<file path="src/rtl/hazard_ctrl.sv">
// Hazard and sequencing controller for the 5-stage RV32I pipeline: EX forwarding,
// load-use stalls, branch flushes and fixed-latency MDU sequencing. Optional
// performance counters are enabled with HAZARD_PERF_CNT_EN.
module hazard_ctrl #(
  parameter int MDU_LATENCY = 4
) (
  input  logic       clk,
  input  logic       rst_n,
  input  logic [4:0] rs1_D,
  input  logic [4:0] rs2_D,
  input  logic [4:0] rs1_E,
  input  logic [4:0] rs2_E,
  input  logic [4:0] rd_E,
  input  logic [4:0] rd_M,
  input  logic [4:0] rd_W,
  input  logic       regWrite_M,
  input  logic       regWrite_W,
  input  logic       memRead_E,
  input  logic       PCSrc_E,
  input  logic       mdu_start_E,
  output logic [1:0] forwardA_E,
  output logic [1:0] forwardB_E,
  output logic       stall_F,
  output logic       stall_D,
  output logic       stall_E,
  output logic       flush_D,
  output logic       flush_E,
  output logic       bubble_M,
  output logic       mdu_busy,
  output logic       mdu_done
`ifdef HAZARD_PERF_CNT_EN
  ,
  output logic [31:0] stall_cycles,
  output logic [31:0] flush_count
`endif
);

  typedef enum logic {RUN, MDU_WAIT} state_t;

  // First cycle of the op is spent in RUN, so the wait count starts two short.
  localparam logic [3:0] CNT_INIT = (MDU_LATENCY > 1) ? 4'(MDU_LATENCY - 2) : '0;

  state_t     state, state_next;
  logic [3:0] cnt, cnt_next;
  logic       lu;

  always_comb begin
    forwardA_E = 2'b00;
    if (regWrite_M && (rd_M != '0) && (rd_M == rs1_E))
      forwardA_E = 2'b10;
    else if (regWrite_W && (rd_W != '0) && (rd_W == rs1_E))
      forwardA_E = 2'b01;
  end

  always_comb begin
    forwardB_E = 2'b00;
    if (regWrite_M && (rd_M != '0) && (rd_M == rs2_E))
      forwardB_E = 2'b10;
    else if (regWrite_W && (rd_W != '0) && (rd_W == rs2_E))
      forwardB_E = 2'b01;
  end

  assign lu = memRead_E && (rd_E != '0) && ((rd_E == rs1_D) || (rd_E == rs2_D));

  always_ff @(posedge clk or negedge rst_n) begin
    if (!rst_n) begin
      state <= RUN;
      cnt   <= '0;
    end else begin
      state <= state_next;
      cnt   <= cnt_next;
    end
  end

  always_comb begin
    state_next = state;
    cnt_next   = cnt;
    stall_F    = 1'b0;
    stall_D    = 1'b0;
    stall_E    = 1'b0;
    flush_D    = 1'b0;
    flush_E    = 1'b0;
    bubble_M   = 1'b0;
    mdu_busy   = 1'b0;
    mdu_done   = 1'b0;
    case (state)
      RUN: begin
        if (mdu_start_E) begin
          if (MDU_LATENCY > 1) begin
            stall_F    = 1'b1;
            stall_D    = 1'b1;
            stall_E    = 1'b1;
            bubble_M   = 1'b1;
            state_next = MDU_WAIT;
            cnt_next   = CNT_INIT;
          end else begin
            mdu_done = 1'b1;
          end
        end else if (PCSrc_E) begin
          flush_D = 1'b1;
          flush_E = 1'b1;
        end else if (lu) begin
          stall_F = 1'b1;
          stall_D = 1'b1;
          flush_E = 1'b1;
        end
      end
      MDU_WAIT: begin
        mdu_busy = 1'b1;
        if (cnt != '0) begin
          stall_F  = 1'b1;
          stall_D  = 1'b1;
          stall_E  = 1'b1;
          bubble_M = 1'b1;
          cnt_next = cnt - 4'd1;
        end else begin
          mdu_done   = 1'b1;
          state_next = RUN;
        end
      end
      default: state_next = RUN;
    endcase
  end

`ifdef HAZARD_PERF_CNT_EN
  always_ff @(posedge clk or negedge rst_n) begin
    if (!rst_n) begin
      stall_cycles <= '0;
      flush_count  <= '0;
    end else begin
      if (stall_F) stall_cycles <= stall_cycles + 32'd1;
      if (flush_D) flush_count  <= flush_count + 32'd1;
    end
  end
`endif

endmodule

</file>
<file path="config.mk">
export PLATFORM = sky130hd
export DESIGN_NAME = hazard_ctrl
export DESIGN_NICKNAME = d
export VERILOG_FILES = /design/src/rtl/hazard_ctrl.sv
export SDC_FILE = /design/constraint.sdc
export NUM_CORES = 1
export LEC_CHECK = 0
export ABC_AREA = 1
export CORE_ASPECT_RATIO = 0.75
export CORE_MARGIN = 2
export CORE_UTILIZATION = 30
export DETAILED_ROUTE_END_ITERATION = 16
export MAX_ROUTING_LAYER = met4
export PLACE_DENSITY = 0.69
export SKIP_CTS_REPAIR_TIMING = 1
export SLEW_MARGIN = 25
export SYNTH_ARGS = -nofsm -noshare
export SYNTH_HDL_FRONTEND = slang
export SYNTH_SLANG_ARGS = --single-unit
</file>
<file path="constraint.sdc">
create_clock -name clk -period 2 [get_ports clk]
set_input_delay 0.5 -clock clk [delete_from_list [all_inputs] [get_ports clk]]
set_output_delay 0.5 -clock clk [all_outputs]
set_load 0.01 [all_outputs]
</file>
After elaboration in Yosys (flattened, before gate mapping)
Index checks and enable logic that the tools add are counted. Widths: inputs -> output; s select.

Input bits: 42. Register bits: 5. Output and inout bits: 12.

Equal/unequal tests: 8. Reductions and logical operators: 14. Bitwise operators: 1. $add $sub $neg: 1. Mux-type cells: 23.

Operators with widths (count): $eq 5x5->1 (6); $mux 1 (15); $reduce_bool 5->1 (3); $logic_and 1x1->1 (8); $mux 4 (2); $pmux 4 s2 (1); $pmux 1 s2 (3); $mux 2 (2); $reduce_bool 4->1 (1); $sub 4x1->4 const B (1); $ne 2x1->1 const B (1); $ne 2x2->1 const B (1); $reduce_and 2->1 (1); $logic_or 1x1->1 (1); $not 1->1 (1).

Depth between registers and ports, before layout
Gate-level depths: netlist of the first run.

Depth after elaboration: 7. Depth in mapped cells: 9.

Worst setup path before layout of the first run
No wires, ideal clock.

Path type: register to output. Start: reg cnt[0]. End: out stall_F. Stages on the path, launching flop included: 9. Setup slack: 0.196 ns. Arrival time: 1.304 ns. Required time: 1.500 ns. Path buffers: 1. Cells stage by stage: dfrtp_1 > inv_1 > ha_1 > nand4_2 > inv_2 > nor2_4 > inv_2 > nand2_1 > buf_4.

Word-level cells in the longest chain between the ends: 3.

RTL lines: from (decl) (line 44) `logic [3:0] cnt, cnt_next;`; from (signal assigned) (line 71) `cnt <= cnt_next;`; $reduce_bool 4->1 (line 110) `if (cnt != '0) begin`; $mux 1; $pmux 1 s2; to (decl) (line 23) `output logic stall_F,`.

Every way passes these cells.

Worst setup path after layout of the first run
Start: in rs2_E[0]. End: out forwardB_E[0].

Word-level cells in the longest chain between the ends: 4. Elaborated cells between the ends (all ways): 6.

RTL lines: from (decl) (line 12) `input logic [4:0] rs2_E,`; $eq 5x5->1 (line 59) `else if (regWrite_W && (rd_W != '0) && (rd_W == rs2_E))`; $logic_and 1x1->1 (line 59); $mux 1 (line 59); $mux 2 (*) (line 57) `if (regWrite_M && (rd_M != '0) && (rd_M == rs2_E))`; to (decl) (line 22) `output logic [1:0] forwardB_E,`.

Every way passes the cells marked *; elsewhere a longest branch is shown, timed or not.

==> results of run 1 <==
through the flow:
step / cell area [µm²] / instances / total power [mW] / utilization, % / hold WS, ns
2_1_floorplan: 808.3 / 132 / 0.5944 / - / 0.2044
3_3_place_gp: 1459 / 231 / 0.9684 / 56.49 / 0.5330
3_5_place_dp: 1459 / 231 / 0.9888 / 56.49 / 0.5374
4_1_cts: 1485 / 235 / 1.107 / 57.51 / 0.4980
5_1_grt: 1645 / 238 / 1.322 / 63.71 / 0.5052
6_report: 1645 / 238 / 1.214 / 63.71 / 0.4885
logic make-up after synthesis:
| logic type | after synthesis | synth area share (%) |
|---|---|---|
| simple gates | 68 | 38.08 |
| xor+xnor | 24 | 26.01 |
| buf+inv | 27 | 13.47 |
| flops | 5 | 15.48 |
| compound gates | 7 | 5.419 |
| fa+ha+maj | 1 | 1.548 |
where the power goes:
group / switching (mW) / total (mW) / internal (mW)
combinational: 0.402 / 0.898 / 0.495
sequential: 0.0478 / 0.203 / 0.155
clock: 0.0383 / 0.114 / 0.0752
total: 0.488 / 1.21 / 0.726
state kept, by name, indices dropped and copies added (netlist names):
| name | cells |
|---|---|
| cnt | 4 |
| state | 1 |
area by class of cell:
class / instances / area [µm²]
clock buffers: 4 / 26.28
fillers: 229 / 937.1
flip-flops and latches: 5 / 125.1
inverters: 25 / 96.34
multi-input cells: 100 / 625.6
well taps: 36 / 45.04
repair buffers: 68 / 726.9
path summary, 6_finish.rpt:
kind	from	end	slack, ns	depth (start not counted)
min	rst_n	cnt[0]	0.49	1
min in group clk	cnt[0]	cnt[0]	0.57	2
max in group asynchronous	rst_n	state	1.31	1
max	rs2_E[0]	forwardB_E[0]	0.07	7
max reg2reg	cnt[0]	cnt[2]	0.65	8
min reg2reg	cnt[0]	cnt[0]	0.57	2
synthesized netlist by cell type, drive strengths merged:
cell type and number:
nand3 10, xor2 8, nand4 3, nor3 3, xnor2 16, nor2 17, o22ai 1, nand2 35
inv 25, dfrtp 5, o21ai 6, ha 1, buf 2
cell usage in the layout (no fill, tap or decap), drive strengths merged:
| master | Yosys | routed |
|---|---|---|
| o21ai | 6 | 6 |
| ha | 1 | 1 |
| o22ai | 1 | 1 |
| nand3 | 10 | 10 |
| nor2 | 17 | 17 |
| nand2 | 35 | 35 |
| buf | 2 | 18 |
| clkdlybuf4s50 | 0 | 5 |
| xor2 | 8 | 8 |
| dfrtp | 5 | 5 |
| nand4 | 3 | 3 |
| clkbuf | 0 | 8 |
| nor3 | 3 | 3 |
| xnor2 | 16 | 16 |
| dlymetal6s2s | 0 | 41 |
| inv | 25 | 25 |
layer usage:
layer  track usage [%]  vias to the layer above
li1                  -                      540
met1             20.37                      462
met2             31.60                       27
met3             2.079                        2
met4             3.261                        0
met5                 -                        -
==> flow_metrics.tcl, run 1 <==
set metrics [dict create \
    status "complete, no violations" \
    htreeDepth 1 \
    hold_viol_final 0 \
    postRouteAntennaNets 0 \
    crit_type "in -> out" \
    initial_core_util_pct 31.30 \
    tightest_slew_ns 0.2703 \
    rsz0062_at_grt "true" \
    cts-buffers-inserted 3 \
    power_leakage_nw 1.145 \
    grt_pass1_wl_um 4298 \
    required_ns 1.50 \
    synth_area_leaders "xnor2_1 17%, nand2_1 16%, dfrtp_1 15%, inv_1 9.3%, xor2_1 8.7%" \
    path_cells "dlymetal6s2s_1, buf_4, xnor2_1, nand3_1, nor3_2, nor2_1, clkbuf_2" \
    path_clk_slew_ns 0.05 \
    yosys.area.top_type "xnor2_1" \
    detail_route.iter0.violations 37 \
    grt_antenna_before_repair 0 \
    final.setup_skew_ns 0.004929 \
    critPathBufInv 3 \
    chipWidth_um 63.94 \
    critical_path_arrival_ns 1.43 \
    relSlewSlack_pct 81.98 \
    synth_warnings 0 \
    wire_per_inst_um 11.18 \
    core_area_um2 2582 \
    tns_ns 0 \
    final_nets 246 \
    dp_hpwl_um 2230 \
    crit_family "buffers and inverters" \
    netlist_area_um2 808.3 \
    yosysUniqueCellTypes 20 \
    grt_pass1_vias 1013 \
    numPortBuffers 53 \
    drc 0 \
    synth.avg_cell_area_um2 6.123 \
    post_synth_inst_count 132 \
    critPathMaxFanout 2 \
    finalWorstSetupSlack_ns 0.06571 \
    post-route-period-util_pct 96.71 \
    synth_seq_cells 5 \
    tritoncts "done" \
    wl_um 2660 \
    diodes 0 \
    start_kind "input pin" \
    period_needed_ns 1.934 \
    dieArea_um2 3130 \
    min_path_type "in -> async" \
    finalMaxSlewViolations 0 \
    track_usage_pct 17.27 \
    max_freq_ghz 0.5170 \
    grt_max_degree 6 \
    synthesis.nets 175 \
    overflow 0 \
    peakVddDrop_v 0.0004020 \
    ioPinCount 54 \
    maxCapViolCount 0 \
    drive_gt1_share_pct 23.27 \
    vias 1031 \
    worstSetupEndpointType "primary output" \
    globalplace.congestion 0.8582 \
    wl_met1_um 1135 \
    synth_top_area_share_pct 17.34 \
    syn_to_final_growth_pct 103.6 \
    slowest_stage "nor3_2" \
    place_ws_ns -0.6750 \
    clockBufferDepth 2 \
    clock_sinks 5 \
    wl_met2_um 1392 \
    wl_met3_um 121 \
    root_buffer "clkbuf_4" \
    top_layer "met4" \
    setup_viol 0 \
    slowest_delay_ns 0.21 \
    power_per_cell_area_nw_per_um2 738.0 \
    dieHeight_um 48.95 \
    avgViaCountPerCell 4.332 \
    insertion_delay_ns 0.24 \
    rows 16 \
    synth_seq_area_share_pct 15.48 \
    dr.pass1.iters 4 \
]
Power figures use the tool's default switching activity.
==> run 2: changes to the inputs <==
--- a/config.mk
+++ b/config.mk
@@ -17,3 +17,4 @@
 export SYNTH_ARGS = -nofsm -noshare
 export SYNTH_HDL_FRONTEND = slang
 export SYNTH_SLANG_ARGS = --single-unit
+export TNS_END_PERCENT = 100
==> results of run 2 <==
The final DEF is identical to that of run 1; final timing and power are the same.
==> run 3: changes to the inputs <==
--- a/config.mk
+++ b/config.mk
@@ -9,9 +9,11 @@
 export CORE_ASPECT_RATIO = 0.75
 export CORE_MARGIN = 2
 export CORE_UTILIZATION = 30
+export CTS_BUF_LIST = sky130_fd_sc_hd__clkbuf_2
 export DETAILED_ROUTE_END_ITERATION = 16
 export MAX_ROUTING_LAYER = met4
 export PLACE_DENSITY = 0.69
+export SETUP_SLACK_MARGIN = 0.5
 export SKIP_CTS_REPAIR_TIMING = 1
 export SLEW_MARGIN = 25
 export SYNTH_ARGS = -nofsm -noshare
==> run 3 against run 2 <==
Die area is the same. Sequential power grew 2%. First-iteration DRC count shrank 32%. Global-route usage shrank 1.0 points. Power grew 5.0%. Worst hold slack gained 0.017 ns. Via count grew 2.5%. Final area grew 1.7%. Routed wire length grew 1.2%. Clock skew grew 0.00092 ns. Combinational power grew 8.2%. Critical path type unchanged. Critical endpoint is now forwardA_E[0]. Highest routed layer unchanged.
==> flow_metrics.tcl, run 3 (synthesized netlist as in run 1, its figures left out) <==
set metrics [dict create \
    most-common-layout-cells "29 x nand2_1, 21 x clkbuf_2, 17 x dlymetal6s2s_1" \
    critPathMaxFanout 3 \
    r2r_slack_ns 0.59 \
    avgViaCountPerCell 4.441 \
    regArea_um2 126.4 \
    drive_gt1_share_pct 50.99 \
    initial_core_util_pct 31.30 \
    crit_family "simple AND/OR/NAND/NOR gates" \
    place_ws_ns -0.7151 \
    clockBufferDepth 2 \
    dp_hpwl_um 2156 \
    wl_met2_um 1402 \
    relSlewSlack_pct 82.91 \
    regToRegEndpoint "cnt[0]" \
    drc 0 \
    path_cells "clkbuf_2, nor2_1, nand2_2, o21ai_4, nor3_4, nor2_2, buf_2" \
    diodes 0 \
    stdcell_count 238 \
    power_per_cell_area_nw_per_um2 762.3 \
    largestRegisters "cnt (4), state (1)" \
    tritoncts "done" \
    grt_pass1_wl_um 4064 \
    critical_path_arrival_ns 1.37 \
    start_kind "input pin" \
    p_sw_share_pct 42.78 \
    max_freq_ghz 0.5333 \
    fillCellCount 225 \
    ff2ff_path_depth 10 \
    grt_antenna_before_repair 0 \
    final_nets 246 \
    core_area_um2 2582 \
    ioPinCount 54 \
    htreeDepth 1 \
    finalWorstSetupSlack_ns 0.1250 \
    tns_ns 0 \
    p_total_mw 1.275 \
    finalMaxSlewViolations 0 \
    period_needed_ns 1.875 \
    seqPwrFrac_pct 16.2 \
    maxCapViolCount 0 \
    wl_met1_um 1173 \
    dieHeight_um 48.95 \
    overflow 0 \
    grt_pass1_vias 987 \
    dieArea_um2 3130 \
    p_int_mw 0.7297 \
    finalHoldWorstSlack_ns 0.5051 \
    syn_to_final_growth_pct 107.0 \
    path_clk_slew_ns 0.06 \
    setup_viol 0 \
    final_common_cell "nand2_1" \
    p_clk_share_pct 7.5 \
    rsz0062_at_grt "true" \
    peakVddDrop_v 0.0006082 \
    detail_route.iter0.violations 25 \
    final_util_pct 64.78 \
    grt_max_degree 6 \
    slowest_delay_ns 0.20 \
    min_path_type "in -> async" \
    comb_power_share_pct 76.2 \
    multi_input_area_um2 792.0 \
    final.setup_skew_ns 0.005848 \
    wl_met3_um 108 \
    crit_type "in -> out" \
    numPortBuffers 53 \
    rows 16 \
    slowest_stage "o21ai_4" \
    cts-buffers-inserted 3 \
    hold_viol_final 0 \
    largest_reg_flops 4 \
    design_area_um2 1673 \
    root_buffer "clkbuf_2" \
    worstSetupEndpointType "primary output" \
    wire_per_inst_um 11.31 \
    postRouteAntennaNets 0 \
    power_leakage_nw 0.9835 \
    rr_startpoint "cnt[0]" \
    place_area_um2 1523 \
    clock_sinks 5 \
    insertion_delay_ns 0.22 \
    status "complete, no violations" \
    power.switching_mw 0.5456 \
    vias 1057 \
    wl_um 2692 \
    dp.cells 228 \
    globalplace.congestion 0.8445 \
    critPathBufInv 2 \
    dr.pass1.iters 4 \
    top_layer "met4" \
    top_register "cnt" \
    tightest_slew_ns 0.2556 \
    track_usage_pct 16.25 \
    post-route-period-util_pct 93.75 \
    chipWidth_um 63.94 \
    required_ns 1.50 \
]
==> run 3: power groups by stage <==
| stage | registers (mW) | logic (mW) | clock network (mW) |
|---|---|---|---|
| 6_report | 0.207 | 0.972 | 0.0962 |
| 5_1_grt | 0.211 | 1.06 | 0.102 |
| 4_1_cts | 0.193 | 0.827 | 0.0961 |
| 3_5_place_dp | 0.194 | 0.822 | 0 |
| 3_3_place_gp | 0.191 | 0.807 | 0 |
| 2_1_floorplan | 0.198 | 0.435 | 0 |
==> run 3: layout make-up <==
cell class	instances	share of cell area (%)
multi-input cells	100	47.34
flip-flops and latches	5	7.554
clock buffers	4	1.197
well taps	36	2.693
inverters	25	5.759
repair buffers	68	35.45
==> run 3: how the worst max path moves through the flow <==
stage	start	cells after the start	endpoint
finish	rd_M[3]	7	forwardA_E[0]
global placement	rd_E[1]	10	stall_F
global route	rd_M[3]	7	forwardA_E[0]
detailed placement	rd_E[0]	10	stall_D
floorplan	cnt[0]	8	stall_F
CTS	rd_E[0]	10	stall_D
==> run 3: metal layers <==
layer  vias to the layer above  track usage [%]
met4                         0            2.174
li1                        542                -
met2                        31            29.17
met5                         -                -
met3                         2            2.540
met1                       482            19.63
